--- config.mk ---
export PLATFORM = sky130hd
export DESIGN_NAME = alu_arbiter
export DESIGN_NICKNAME = d
export VERILOG_FILES = /design/src/rtl/alu_arbiter.sv
export SDC_FILE = /design/constraint.sdc
export NUM_CORES = 1
export LEC_CHECK = 0
export BUFFER_PORTS_ARGS = -buffer_cell sky130_fd_sc_hd__buf_2
export CELL_PAD_IN_SITES_DETAIL_PLACEMENT = 0
export CELL_PAD_IN_SITES_GLOBAL_PLACEMENT = 1
export CORE_UTILIZATION = 31
export CTS_CLUSTER_SIZE = 40
export DETAILED_ROUTE_END_ITERATION = 16
export PLACE_DENSITY = 0.83
export SLEW_MARGIN = 20
export SYNTH_ARGS = -nofsm -noshare
export SYNTH_HDL_FRONTEND = slang
export SYNTH_SLANG_ARGS = --single-unit
--- constraint.sdc ---
create_clock -name clk -period 3.71 [get_ports clk]
set_clock_uncertainty 0.15 [all_clocks]
set_input_delay 0.371 -clock clk [delete_from_list [all_inputs] [get_ports clk]]
set_output_delay 0.371 -clock clk [all_outputs]
set_load 0.02 [all_outputs]
--- src/rtl/alu_arbiter.sv ---
// Two-port arbiter in front of a shared, output-registered ALU.
// A request is accepted in IDLE or RESP, issued for one cycle in ISSUE,
// and its result is returned in RESP. Build option ALU_ARB_RR_EN selects
// round-robin arbitration. When it is undefined, port 0 has fixed priority.
//
// state | meaning
// IDLE  | no operation in flight, may accept a request
// ISSUE | captured operation presented to ALU with alu_EX=1
// RESP  | ALU result returned to owner, may accept the next request
module alu_arbiter (
  input  logic        clk,
  input  logic        rst,
  input  logic        req0,
  input  logic        req1,
  input  logic [3:0]  I0,
  input  logic [3:0]  I1,
  input  logic [31:0] a0,
  input  logic [31:0] b0,
  input  logic [31:0] a1,
  input  logic [31:0] b1,
  output logic        gnt0,
  output logic        gnt1,
  output logic        done0,
  output logic        done1,
  output logic [31:0] res,
  output logic        carry,
  output logic        z,
  output logic [3:0]  alu_I,
  output logic        alu_EX,
  output logic [31:0] alu_op1,
  output logic [31:0] alu_op2,
  input  logic [31:0] alu_res,
  input  logic        alu_carry,
  input  logic        alu_z,
  output logic        busy
);

  typedef enum logic [1:0] {IDLE, ISSUE, RESP} state_t;

  state_t state, state_nxt;
  logic   owner;
  logic   win;
  logic   accept;

`ifdef ALU_ARB_RR_EN
  logic   last;

  // Round-robin winner: on a tie, grant the port not served last.
  always_comb begin
    win = req1;
    if (req0 && req1) win = !last;
  end
`else
  // Fixed priority winner: port 0 beats port 1.
  always_comb begin
    win = !req0;
  end
`endif

  // Next state, grants, done routing and ALU strobe; reset masks everything.
  always_comb begin
    state_nxt = state;
    accept    = 1'b0;
    gnt0      = 1'b0;
    gnt1      = 1'b0;
    done0     = 1'b0;
    done1     = 1'b0;
    alu_EX    = 1'b0;
    case (state)
      IDLE: begin
        if (req0 || req1) begin
          accept    = 1'b1;
          state_nxt = ISSUE;
        end
      end
      ISSUE: begin
        alu_EX    = 1'b1;
        state_nxt = RESP;
      end
      RESP: begin
        done0 = !owner;
        done1 = owner;
        if (req0 || req1) begin
          accept    = 1'b1;
          state_nxt = ISSUE;
        end else begin
          state_nxt = IDLE;
        end
      end
      default: state_nxt = IDLE;
    endcase
    if (accept) begin
      gnt0 = !win;
      gnt1 = win;
    end
    if (rst) begin
      state_nxt = IDLE;
      accept    = 1'b0;
      gnt0      = 1'b0;
      gnt1      = 1'b0;
      done0     = 1'b0;
      done1     = 1'b0;
      alu_EX    = 1'b0;
    end
  end

  // Result bus is qualified by done and otherwise held at zero.
  always_comb begin
    busy  = (state != IDLE) && !rst;
    res   = 32'd0;
    carry = 1'b0;
    z     = 1'b0;
    if (done0 || done1) begin
      res   = alu_res;
      carry = alu_carry;
      z     = alu_z;
    end
  end

  // State register, operand capture at accept, and owner tag.
  always_ff @(posedge clk) begin
    if (rst) begin
      state   <= IDLE;
      alu_I   <= 4'd0;
      alu_op1 <= 32'd0;
      alu_op2 <= 32'd0;
      owner   <= 1'b0;
`ifdef ALU_ARB_RR_EN
      last    <= 1'b1;
`endif
    end else begin
      state <= state_nxt;
      if (accept) begin
        owner   <= win;
        alu_I   <= win ? I1 : I0;
        alu_op1 <= win ? a1 : a0;
        alu_op2 <= win ? b1 : b0;
`ifdef ALU_ARB_RR_EN
        last    <= win;
`endif
      end
    end
  end

endmodule

==> results of run 1 <==
[per-layer routing]
metal / up-vias / share of wire (%)
li1: 1892 / -
met5: - / 0
met3: 12 / 6.9
met2: 160 / 49
met4: 0 / 1.1
met1: 1735 / 43
[stage by stage]
stage	utilization [%]	setup WS (ns)	cell area, um^2
global placement	43.5	1.20	5250
finish	45.7	1.18	5520
CTS	45.7	1.16	5520
global route	45.7	1.03	5520
detailed placement	43.5	1.14	5250
floorplan	-	1.72	3850
[sequential cells by signal (all words and copies together), names as in the netlist]
name     count
state        2
alu_op1     32
alu_I        4
owner        1
alu_op2     32
[how the worst max path moves through the flow]
stage / end / cells after the start / start / slack, ns
2_1_floorplan: gnt1 / 7 / req0 / 1.72
3_3_place_gp: alu_op1[25] / 5 / req0 / 1.20
3_5_place_dp: alu_op1[30] / 5 / req0 / 1.14
4_1_cts: res[27] / 4 / state[0] / 1.16
5_1_grt: done0 / 5 / state[0] / 1.03
6_report: res[2] / 4 / state[0] / 1.18
[cell families after synthesis]
kind of cell           synth area share [%]
AOI/OAI and AO/OA                      31.1
buffers and inverters                  6.76
DFF                                    36.9
muxes                                  17.7
and+or+nand+nor                        7.60
[power by group through the flow]
stage | logic [mW] | registers, mW | clock network, mW
after floorplan | 0.293 | 0.952 | 0
after CTS | 0.559 | 0.865 | 0.792
after detailed placement | 0.558 | 0.880 | 0
final | 0.551 | 0.865 | 0.771
after global routing | 0.598 | 0.872 | 0.833
after global placement | 0.545 | 0.879 | 0
[worst max-delay path: stages, from the launching register on]
cell     delay [ns]
dfxtp_1        0.35
nor2_4         0.12
buf_4          0.75
and3_1         0.26
buf_2          0.17
[layout make-up]
class | count | share of cell area, %
multi-input combinational | 252 | 39.3
clock inverter | 4 | 0.408
clock buffer | 11 | 4.40
sequential | 71 | 25.8
timing repair buffer | 286 | 26.3
tap | 168 | 3.81
[cell usage after synthesis (all sizes together)]
cell | instances | area (um^2)
nor2b | 1 | 6.26
a21oi | 69 | 345
nand2 | 1 | 3.75
and3 | 35 | 219
buf | 22 | 166
dfxtp | 71 | 1420
clkbuf | 25 | 93.8
nor3b | 2 | 15.0
or2 | 1 | 6.26
nor2 | 4 | 22.5
nor3 | 1 | 5.00
mux2i | 68 | 681
a211oi | 68 | 851
and2 | 2 | 15.0
==> impl_metrics.env, run 1 <==
export IMPL_post_place_cells=777
export IMPL_routed_wl_um=11200
export IMPL_critPathMaxFanout=106
export IMPL_overflow=0
export IMPL_cts_tree="built"
export IMPL_die_area_um2=12900
export IMPL_r2r_cells=4
export IMPL_grt_pass1_wl_um=17300
export IMPL_final_hold_viol_count=0
export IMPL_ir_drop_uv=189
export IMPL_ys_types=19
export IMPL_drtAntennaViolNets=0
export IMPL_holdBufCountCts=0
export IMPL_layout_area_seq_um2=1420
export IMPL_power_frac_clock_pct=35.3
export IMPL_avgSynthCellArea_um2=10.4
export IMPL_drive_gt1_share_pct=59.5
export IMPL_finalCriticalPeriod_ns=2.53
export IMPL_slew_limit_headroom_pct=35.1
export IMPL_hold_start="a1[20]"
export IMPL_syn_inst=370
export IMPL_clock_root_buffer="clkbuf_16"
export IMPL_dp_hpwl_um=7940
export IMPL_hold_path_class="in2reg"
export IMPL_first_global_vias=3584
export IMPL_synth_area_um2=3850
export IMPL_vias=3799
export IMPL_die_y_um=113
export IMPL_drv_slew=0
export IMPL_use_met2_pct=28.9
export IMPL_clk_latency_ns=0.32
export IMPL_rows=40
export IMPL_r2r_start="state[0]"
export IMPL_drcViolationCount=0
export IMPL_pin_count=282
export IMPL_critPathCaptureType="output port"
export IMPL_final_cell_mix="279 x buf_2, 71 x dfxtp_1, 69 x a21oi_1"
export IMPL_grt_busiest_layer="met2"
export IMPL_antenna_found_initial=0
export IMPL_cts_made_buffers=9
export IMPL_path_clk_slew_ns=0.06
export IMPL_reg2reg_to="alu_op1[30]"
export IMPL_htreeDepth=3
export IMPL_cts_resized=0
export IMPL_clock_path_buffers=2
export IMPL_drtIter0Drc=161
export IMPL_layout_nets=794
export IMPL_gr_usage_met3_pct=4.52
export IMPL_worstSetupStartpointType="flip-flop"
export IMPL_ys_ff_latch=71
export IMPL_arrival_ns=2.00
export IMPL_hold_ws_ns=0.274
export IMPL_post_cts_buffers=0
export IMPL_switchingPower_mw=0.668
export IMPL_grt_max_degree=107
export IMPL_tns_ns=0
export IMPL_cts_sinks=71
export IMPL_hold_end="alu_op1[20]"
export IMPL_regToRegSetupSlack_ns=1.69
export IMPL_leakage_nw=2.84
export IMPL_multiInputGateArea_um2=2170
export IMPL_firstDrtPassIters=4
export IMPL_num_fill_cells=1152
export IMPL_coreArea_um2=12100
export IMPL_routed_via_density=4.80
export IMPL_p_int_mw=1.52
export IMPL_p_per_area_nw_per_um2=396
export IMPL_rsz0062_at_grt="no"
export IMPL_yosys_warnings=0
export IMPL_syn_nets=544
export IMPL_gr_usage_met1_pct=20.2
export IMPL_tightest_slew_ns=0.973
export IMPL_stdcell_count=792
export IMPL_setup_viol=0
export IMPL_max_freq_ghz=0.396
export IMPL_wl_per_cell_um=14.2
export IMPL_power_frac_seq_pct=39.5
export IMPL_initial_core_util_pct=31.9
export IMPL_hold_depth=3
export IMPL_cp_required_ns=3.19
export IMPL_die_w_um=113
export IMPL_ys_seq_area_share_pct=36.9
export IMPL_switching_share_pct=30.6
export IMPL_run_status="finished clean"
export IMPL_gp_congestion=0.711
export IMPL_power_frac_comb_pct=25.2
export IMPL_finalCritPeriodShare_pct=68.1
export IMPL_crit_type="reg2out"
export IMPL_power_total_mw=2.19
export IMPL_grt_usage_pct=16.8
export IMPL_cap_viol_max_count=0
export IMPL_synthToLayoutAreaGrowth_pct=43.2
export IMPL_diodes=0
export IMPL_portBuffers=281
export IMPL_layout_commonest_cell="buf_2"
(Power assumes the default switching activity.)
==> inputs of run 2 (changes only) <==
- ABC_AREA: not set -> 1
- CORE_UTILIZATION: 31 -> 23
- PLACE_DENSITY: 0.83 -> 0.74
- clock period: 3.71 -> 2.18 ns (I/O delays scaled with it)
==> run 2 against run 1 <==
Net effect: clock-buffer cell count up 2; sequential share of layout area fell by 1.6 points; via count is 24% higher; total power increased by 72%; clock power grew 75%; combinational power increased by 71%; worst setup slack lost 1.0 ns; global-route usage fell by 1.8 points; largest power group unchanged; highest routed layer unchanged.
==> impl_metrics.env, run 2 <==
export IMPL_vias=4725
export IMPL_grt_max_degree=72
export IMPL_synthToLayoutAreaGrowth_pct=43.9
export IMPL_critPathCaptureType="output port"
export IMPL_portBuffers=281
export IMPL_yosys_warnings=0
export IMPL_rows=48
export IMPL_drive_gt1_share_pct=30.3
export IMPL_power_frac_clock_pct=36.0
export IMPL_initial_core_util_pct=23.6
export IMPL_coreArea_um2=17300
export IMPL_slew_limit_headroom_pct=52.0
export IMPL_diodes=0
export IMPL_cts_tree="built"
export IMPL_die_w_um=135
export IMPL_layout_nets=1182
export IMPL_avgSynthCellArea_um2=5.47
export IMPL_grt_pass1_wl_um=21300
export IMPL_tightest_slew_ns=0.720
export IMPL_drtIter0Drc=139
export IMPL_yosys_cell_count_top_type="nand2_1"
export IMPL_rsz0062_at_grt="no"
export IMPL_wl_per_cell_um=11.0
export IMPL_place_area_um2=5600
export IMPL_ys_types=16
export IMPL_fin_util_pct=34.0
export IMPL_cts_sinks=71
export IMPL_cp_required_ns=1.81
export IMPL_power_frac_comb_pct=25.1
export IMPL_pin_count=282
export IMPL_syn_inst=746
export IMPL_hold_end="alu_op1[16]"
export IMPL_tns_ns=0
export IMPL_firstDrtPassIters=4
export IMPL_slowest_stage="dfxtp_1"
export IMPL_ys_ff_latch=71
export IMPL_synth_top_cell_area_share_pct=34.8
export IMPL_finalCriticalPeriod_ns=2.04
export IMPL_stdcell_count=1236
export IMPL_hold_start="a1[16]"
export IMPL_clk_latency_ns=0.33
export IMPL_yosys_area_top_type="dfxtp_1"
export IMPL_power_frac_seq_pct=38.9
export IMPL_ys_seq_area_share_pct=34.8
export IMPL_antenna_found_initial=0
export IMPL_yosys_top_cells_count="345 x nand2_1, 175 x nor2_1, 107 x inv_1"
export IMPL_cap_viol_max_count=0
export IMPL_num_fill_cells=2000
export IMPL_hold_depth=5
export IMPL_synth_area_um2=4080
export IMPL_routed_wl_um=13600
export IMPL_reg2reg_to="alu_op1[29]"
export IMPL_routed_via_density=3.82
export IMPL_die_y_um=135
export IMPL_die_area_um2=18300
export IMPL_hold_path_class="in2reg"
export IMPL_grt_usage_pct=15.0
export IMPL_switching_share_pct=31.1
export IMPL_drv_slew=0
export IMPL_p_per_area_nw_per_um2=639
export IMPL_max_freq_ghz=0.490
export IMPL_switchingPower_mw=1.17
export IMPL_final_cell_mix="345 x nand2_1, 281 x buf_2, 175 x nor2_1"
export IMPL_synth_edf_count=0
export IMPL_final_hold_viol_count=0
export IMPL_arrival_ns=1.67
export IMPL_syn_nets=920
export IMPL_overflow=0
export IMPL_setup_viol=0
export IMPL_async_reset_ff_share_pct=0
export IMPL_synth_area_leaders="dfxtp_1 35%, nand2_1 32%, nor2_1 16%"
export IMPL_leakage_nw=3.88
export IMPL_finalCritPeriodShare_pct=93.5
export IMPL_post_cts_buffers=0
export IMPL_worstPathCellList="nor2_2, nand2_4, inv_1, nand2_1, inv_1, buf_2"
export IMPL_worstSetupStartpointType="flip-flop"
export IMPL_r2r_start="state[0]"
export IMPL_crit_type="reg2out"
export IMPL_dp_slack_ns=0.433
export IMPL_layout_commonest_cell="nand2_1"
export IMPL_ir_drop_uv=347
export IMPL_layout_setup_ws_ns=0.141
export IMPL_run_status="finished clean"
export IMPL_max_stage_delay_ns=0.32
export IMPL_clock_root_buffer="clkbuf_16"
export IMPL_first_global_vias=4309
export IMPL_reg_top3="alu_op1: 32 flops, alu_op2: 32 flops, alu_I: 4 flops"
export IMPL_design_area_um2=5880
export IMPL_r2r_cells=5
export IMPL_p_int_mw=2.59
export IMPL_drtAntennaViolNets=0
export IMPL_synthFlopType="dfxtp_1"
export IMPL_htreeDepth=3
export IMPL_gp_congestion=0.752
export IMPL_worst_path_most_repeated_cell="inv_1"
export IMPL_dp_hpwl_um=9900
export IMPL_post_place_cells=1221
export IMPL_critPathMaxFanout=31
export IMPL_drcViolationCount=0
export IMPL_regToRegSetupSlack_ns=0.53
export IMPL_clock_path_buffers=2
export IMPL_cts_made_buffers=9
export IMPL_path_clk_slew_ns=0.06
==> run 2: repair_timing <==
item	4_1_cts	5_1_grt
gates resized for setup	0	0
endpoints found under the hold margin	2	0
hold buffers	1	0
==> run 2: layout make-up <==
class                   instances  area, um^2  area share (%)
well taps                     225         282            4.79
flip-flops and latches         71        1420            24.2
multi-input cells             526        1990            33.8
clock buffers                  13         260            4.43
inverters                     109         412            7.00
clock inverters                 1        5.00          0.0851
repair buffers                291        1510            25.7
==> run 2: power groups by stage <==
stage | clock network (mW) | registers (mW) | logic, mW
after floorplan | 0 | 1.62 | 0.460
after global placement | 0 | 1.48 | 0.956
after detailed placement | 0 | 1.49 | 0.952
after CTS | 1.42 | 1.46 | 0.959
after global routing | 1.47 | 1.47 | 1.07
final | 1.35 | 1.46 | 0.941
==> run 2: cells by family after synthesis <==
logic type	after synthesis	synth area share, %
flops	71	34.8
simple gates	525	48.5
compound gates	1	0.122
buf+inv	149	16.6
==> run 2: worst max-delay path by stage <==
stage | startpoint | endpoint | slack (ns) | depth (start not counted)
after floorplan | state[0] | done0 | 0.73 | 4
after global placement | rst | gnt1 | 0.40 | 7
after detailed placement | rst | gnt1 | 0.43 | 7
after CTS | state[0] | gnt1 | 0.08 | 6
after global routing | state[0] | gnt1 | 0.005 | 6
final | state[0] | gnt1 | 0.14 | 6
==> run 2: metrics by stage <==
| step | hold WS [ns] | power (mW) |
|---|---|---|
| 2_1_floorplan | 0.137 | 2.08 |
| 3_3_place_gp | 0.327 | 2.44 |
| 3_5_place_dp | 0.328 | 2.44 |
| 4_1_cts | 0.0318 | 3.84 |
| 5_1_grt | 0.0443 | 4.02 |
| 6_report | 0.0480 | 3.75 |
==> run 2: metal layers <==
metal	wire length [um]	global-route usage, %
met5	0	0
met4	167	4.68
met3	930	4.49
met2	6170	25.1
met1	6280	18.3
==> run 2: worst max-delay path, delay by kind of cell (launching register included) <==
family	cells	cell delay, ns
buffers and inverters	3	0.36
DFF	1	0.32
and+or+nand+nor	3	0.64
